--- src/rtl/lcd_pkg.sv ---
// Shared definitions for the HD44780 4-bit LCD interface: reader states, default
// phase timings (50 MHz cycles) and register-select encodings used by both data paths.
package lcd_pkg;

    typedef enum logic [2:0] {
        StIdle,
        StSetup,
        StE1Hi,
        StE1Lo,
        StE2Hi,
        StE2Lo,
        StDone
    } rd_state_e;

    localparam int unsigned T_AS_DEF     = 2;
    localparam int unsigned T_EH_DEF     = 13;
    localparam int unsigned T_EL_DEF     = 37;
    localparam int unsigned POLL_MAX_DEF = 255;

    // Phase timer width; must hold the largest phase length minus one.
    localparam int unsigned CNT_W = 8;

    localparam logic RS_CMD  = 1'b0;
    localparam logic RS_DATA = 1'b1;

    // A phase of n cycles is loaded as n-1 so that done rises on its last cycle.
    function automatic logic [CNT_W-1:0] phase_load(input int unsigned cycles);
        return CNT_W'(cycles - 1);
    endfunction

endpackage

--- src/rtl/lcd_phase_timer.sv ---
// Loadable down-counter shared by all reader phases; done is high while the count is zero.
module lcd_phase_timer
    import lcd_pkg::*;
#(
    parameter int unsigned W = CNT_W
) (
    input  logic         clk,
    input  logic         reset,
    input  logic         load,
    input  logic [W-1:0] load_val,
    output logic         done
);

    logic [W-1:0] count_q, count_d;

    always_comb begin
        count_d = count_q;
        if (load) begin
            count_d = load_val;
        end else if (count_q != '0) begin
            count_d = count_q - 1'b1;
        end
    end

    always_ff @(posedge clk or posedge reset) begin
        if (reset) begin
            count_q <= '0;
        end else begin
            count_q <= count_d;
        end
    end

    assign done = (count_q == '0);

endmodule

--- src/rtl/lcd_bus_reader.sv ---
// 4-bit mode read engine for the HD44780 LCD: two E strobes per byte, high nibble first.
// Define LCD_BUSY_POLL_EN to add the busy-flag poll loop (poll_req, lcd_idle, poll_err).
module lcd_bus_reader
    import lcd_pkg::*;
#(
    parameter int unsigned T_AS = T_AS_DEF,
    parameter int unsigned T_EH = T_EH_DEF,
    parameter int unsigned T_EL = T_EL_DEF
`ifdef LCD_BUSY_POLL_EN
    ,
    parameter int unsigned POLL_MAX = POLL_MAX_DEF
`endif
) (
    input  logic       clk,
    input  logic       reset,
    input  logic       rd_req,
    input  logic       rd_rs,
    output logic       rd_ready,
    output logic       rd_valid,
    output logic [7:0] rd_data,
    output logic       rd_active,
    output logic       lcd_rs,
    output logic       lcd_rw,
    output logic       lcd_e,
    input  logic [3:0] lcd_db_in
`ifdef LCD_BUSY_POLL_EN
    ,
    input  logic       poll_req,
    output logic       lcd_idle,
    output logic       poll_err
`endif
);

    rd_state_e        state_q, state_d;
    logic             rs_q, rs_d;
    logic [3:0]       hi_q, hi_d, lo_q, lo_d;
    logic [7:0]       data_q, data_d;
    logic             tmr_load;
    logic [CNT_W-1:0] tmr_val;
    logic             tmr_done;
    logic             start;

`ifdef LCD_BUSY_POLL_EN
    logic        poll_q, poll_d;
    logic        err_q, err_d;
    logic [15:0] cnt_q, cnt_d;

    assign start    = rd_req | poll_req;
    assign poll_err = err_q;
`else
    assign start = rd_req;
`endif

    lcd_phase_timer #(
        .W(CNT_W)
    ) u_timer (
        .clk     (clk),
        .reset   (reset),
        .load    (tmr_load),
        .load_val(tmr_val),
        .done    (tmr_done)
    );

    always_comb begin
        state_d  = state_q;
        rs_d     = rs_q;
        hi_d     = hi_q;
        lo_d     = lo_q;
        data_d   = data_q;
        tmr_load = 1'b0;
        tmr_val  = '0;
`ifdef LCD_BUSY_POLL_EN
        poll_d   = poll_q;
        err_d    = err_q;
        cnt_d    = cnt_q;
        lcd_idle = 1'b0;
`endif
        unique case (state_q)
            StIdle: begin
                if (start) begin
                    rs_d     = rd_rs;
                    tmr_load = 1'b1;
                    tmr_val  = phase_load(T_AS);
                    state_d  = StSetup;
`ifdef LCD_BUSY_POLL_EN
                    // A poll takes priority over a simultaneous single read.
                    if (poll_req) begin
                        rs_d   = RS_CMD;
                        poll_d = 1'b1;
                        err_d  = 1'b0;
                        cnt_d  = '0;
                    end
`endif
                end
            end
            StSetup: begin
                if (tmr_done) begin
                    tmr_load = 1'b1;
                    tmr_val  = phase_load(T_EH);
                    state_d  = StE1Hi;
                end
            end
            StE1Hi: begin
                if (tmr_done) begin
                    hi_d     = lcd_db_in;
                    tmr_load = 1'b1;
                    tmr_val  = phase_load(T_EL);
                    state_d  = StE1Lo;
                end
            end
            StE1Lo: begin
                if (tmr_done) begin
                    tmr_load = 1'b1;
                    tmr_val  = phase_load(T_EH);
                    state_d  = StE2Hi;
                end
            end
            StE2Hi: begin
                if (tmr_done) begin
                    lo_d     = lcd_db_in;
                    tmr_load = 1'b1;
                    tmr_val  = phase_load(T_EL);
                    state_d  = StE2Lo;
                end
            end
            StE2Lo: begin
                if (tmr_done) begin
                    data_d  = {hi_q, lo_q};
                    state_d = StDone;
                end
            end
            StDone: begin
                state_d = StIdle;
                rs_d    = RS_CMD;
`ifdef LCD_BUSY_POLL_EN
                if (poll_q) begin
                    cnt_d = cnt_q + 16'd1;
                    if (!data_q[7]) begin
                        lcd_idle = 1'b1;
                        poll_d   = 1'b0;
                    end else if ((cnt_q + 16'd1) >= 16'(POLL_MAX)) begin
                        err_d  = 1'b1;
                        poll_d = 1'b0;
                    end else begin
                        tmr_load = 1'b1;
                        tmr_val  = phase_load(T_AS);
                        state_d  = StSetup;
                    end
                end
`endif
            end
            default: state_d = StIdle;
        endcase
    end

    always_ff @(posedge clk or posedge reset) begin
        if (reset) begin
            state_q <= StIdle;
            rs_q    <= RS_CMD;
            hi_q    <= '0;
            lo_q    <= '0;
            data_q  <= '0;
`ifdef LCD_BUSY_POLL_EN
            poll_q  <= 1'b0;
            err_q   <= 1'b0;
            cnt_q   <= '0;
`endif
        end else begin
            state_q <= state_d;
            rs_q    <= rs_d;
            hi_q    <= hi_d;
            lo_q    <= lo_d;
            data_q  <= data_d;
`ifdef LCD_BUSY_POLL_EN
            poll_q  <= poll_d;
            err_q   <= err_d;
            cnt_q   <= cnt_d;
`endif
        end
    end

    // Outputs decode straight from state so an async reset drops E and RW at once.
    assign rd_ready  = (state_q == StIdle);
    assign rd_active = ~rd_ready;
    assign rd_valid  = (state_q == StDone);
    assign rd_data   = data_q;
    assign lcd_rw    = rd_active;
    assign lcd_rs    = rd_active & rs_q;
    assign lcd_e     = (state_q == StE1Hi) | (state_q == StE2Hi);

endmodule

--- config.mk ---
export PLATFORM = sky130hd
export DESIGN_NAME = lcd_bus_reader
export DESIGN_NICKNAME = d
export VERILOG_FILES = /design/src/rtl/lcd_pkg.sv /design/src/rtl/lcd_phase_timer.sv /design/src/rtl/lcd_bus_reader.sv
export SDC_FILE = /design/constraint.sdc
export NUM_CORES = 1
export LEC_CHECK = 0
export ABC_AREA = 1
export BUFFER_PORTS_ARGS = -buffer_cell sky130_fd_sc_hd__buf_4
export CORE_MARGIN = 10
export CORE_UTILIZATION = 60
export DETAILED_ROUTE_END_ITERATION = 7
export GPL_TIMING_DRIVEN = 0
export PLACE_DENSITY = 0.86
export SLEW_MARGIN = 25
export SYNTH_ARGS = -nofsm -noshare
export SYNTH_HDL_FRONTEND = slang
export SYNTH_SLANG_ARGS = --single-unit
export TNS_END_PERCENT = 100
--- constraint.sdc ---
create_clock -name clk -period 2.8 [get_ports clk]
set_input_delay 0.28 -clock clk [delete_from_list [all_inputs] [get_ports clk]]
set_output_delay 0.28 -clock clk [all_outputs]
set_load 0.02 [all_outputs]
==> out/metrics.yaml <==
synth_edf_count: 0
final.setup_skew_ns: 0.00396
core_mm2: 0.00228
status: "finished with violations"
die_y_um: 69.7
crit_required_ns: 2.52
fill_cells: 152
crit_arrival_ns: 1.66
clock_sinks: 28
synth_ff_type: "dfrtp_1"
finalHoldViolCount: 28
multiInputGateArea_um2: 652
synth_warnings: 0
nets: 203
synth_top_area_frac: 0.473
synth_top_cell_by_area: "dfrtp_1"
dieArea_mm2: 0.00485
setup.worst_path.start: "state_q[0]"
async_flop_share: 1.00
syn_area_mm2: 0.00148
synth_common_cells: "37 x nand2_1, 28 x dfrtp_1, 20 x inv_1"
drive_gt1_frac: 0.318
post_cts_resized: 0
grt_pass1_vias: 1176
synthTopCellsByArea: "dfrtp_1 47%, nand2_1 9.4%, inv_1 5.1%"
reg2reg_depth: 8
syn_inst: 167
endpoint_kind: "primary output"
finalSetupTns_ns: 0
leakagePower_uw: 0.000971
cp_max_fo: 6
clock.fmax_ghz: 0.515
synthMuxAreaShare: 0
grt_first_pass_wirelength_um: 5180
synth_top_family_by_area: "simple AND/OR/NAND/NOR gates"
cp_slowest_cell: "dfrtp_1"
hp-class: "in2async"
max_stage_delay_ns: 0.51
cap_violations: 0
finalPower_uw: 693
max-slew-margin-rel: 0.631
power.density_mw_per_mm2: 402
startpoint_type: "flip-flop"
cts_tree: "done"
seq_area_um2: 701
slew_violations: 0
yosysUniqueCellTypes: 29
gp_congestion: 0.901
antenna_cells: 0
postCtsSetupBuffers: 0
yosysMostFrequentCell: "nand2_1"
cp_cell_sequence: "inv_2 -> nand2_2 -> nor2_4 -> inv_2 -> buf_4 -> buf_4"
grt_overflow: 0
crit_type: "reg2out"
grt_usage: 0.125
synth-seq-cells: 28
io_pins: 22
period_needed_ns: 1.94
synth_xor_area_frac: 0.0178
failed_checks: "hold timing"
clockBufferDepth: 2
syn_to_final_growth_pct: 16.6
reg2reg_from: "u_timer.count_q[0]"
dp_hpwl_um: 2400
cts_root_buffer: "clkbuf_4"
synth-compound-area-share: 0.132
postCtsHoldBufs: 0
rows: 17
port_buffers: 21
drt-total-wl_um: 3030
dr.pass1.iters: 4
htreeDepth: 1
avgSynthCellArea_um2: 8.86
antenna_found_initial: 0
cts_buffers: 3
yosysSeqAreaShare: 0.473
clk_pin_slew_ns: 0.14
synthSimpleGateAreaFrac: 0.274
post-route-period-util: 0.694
setup_viol: 0
clock_latency_ns: 0.33
rsz0062_at_grt: "no"
worstMarginPinSlew_ns: 0.553
synthAdderAreaFrac: 0.0169
grt_start_max_net_pins: 29
via_per_inst: 5.41
avgRoutedWirePerCell_um: 13.8
drc: 0
ir_drop_uv: 447
drt_iter0_markers: 55
syn-num-nets: 177
die_w_um: 69.7
start_util: 0.650
hold_ws_ns: -0.0226
drtAntennaViolNets: 0
vias: 1191
## routing by layer
metal,global-route usage,vias up,part of all wire
met5,0,-,0
met4,0.0500,0,0.019
met3,0.0328,7,0.042
met2,0.229,31,0.54
met1,0.132,573,0.39
li1,-,580,-
## flip-flops by register name, indices dropped and copies added, names as in the netlist
signal and cells:
lo_q 4, state_q 3, rd_data 8, hi_q 4, u_timer.count_q 8, rs_q 1
## path summary, 6_finish.rpt
check | end | slack (ns)
worst max-delay path | rd_active | 0.86
worst min-delay path | u_timer.count_q[4] | -0.02
worst max register to register | rd_data[0] | 1.09
worst min register to register | hi_q[3] | 0.50
max in group asynchronous | rd_data[2] | 2.46
min in group clk | hi_q[2] | 0.21
## where the power goes
| part | total (uW) | switching (uW) | internal [uW] | leakage (uW) |
|---|---|---|---|---|
| logic | 21.5 | 13.2 | 8.26 | 0.000599 |
| registers | 409 | 1.67 | 407 | 0.000344 |
| clock network | 263 | 118 | 145 | 0.0000279 |
## critical path: cells and delay by family (launching register included)
family	cells	cell delay, ns
buf+inv	4	0.52
flops	1	0.51
simple gates	2	0.30
## cells in the final DEF, fill, tap and decap left out, types with 2 or more instances in the layout
cell type   n
inv_2       7
nor3_2      2
nor2_1     15
o21ai_1     4
o21ai_0    12
dfrtp_1    28
buf_4      22
ha_1        2
nand3_1     5
nand3_2     3
a21oi_1     3
nand2_1    37
inv_1      19
buf_6       2
a21oi_2     2
clkbuf_4    3
nand2_2     4
o21ai_2     8
xnor2_1     2
## layout make-up
class / count / share of cell area
Inverter: 26 / 0.0566
Sequential cell: 28 / 0.406
Buffer: 3 / 0.0174
Clock buffer: 3 / 0.0131
Timing Repair Buffer: 21 / 0.0914
Tap cell: 28 / 0.0203
Clock inverter: 1 / 0.0174
Multi-Input combinational cell: 110 / 0.378
## per-stage QoR
step	hold WS (ns)	setup WS (ns)	util	instance area (um2)	instances
3_3_place_gp	0.466	1.18	0.735	1670	216
4_1_cts	0.188	0.868	0.758	1730	220
6_report	-0.0226	0.858	0.758	1730	220
2_1_floorplan	0.345	1.30	-	1480	167
3_5_place_dp	0.477	1.12	0.735	1670	216
5_1_grt	0.00298	0.778	0.758	1730	220
## cell families after synthesis
| group | Yosys count |
|---|---|
| XOR/XNOR | 3 |
| adder cells (fa/ha/maj) | 2 |
| buffers and inverters | 29 |
| flip-flops | 28 |
| AND/OR/NAND/NOR | 75 |
| AO/OA/AOI/OAI | 30 |
No activity file was read; power rests on OpenSTA's default activity.
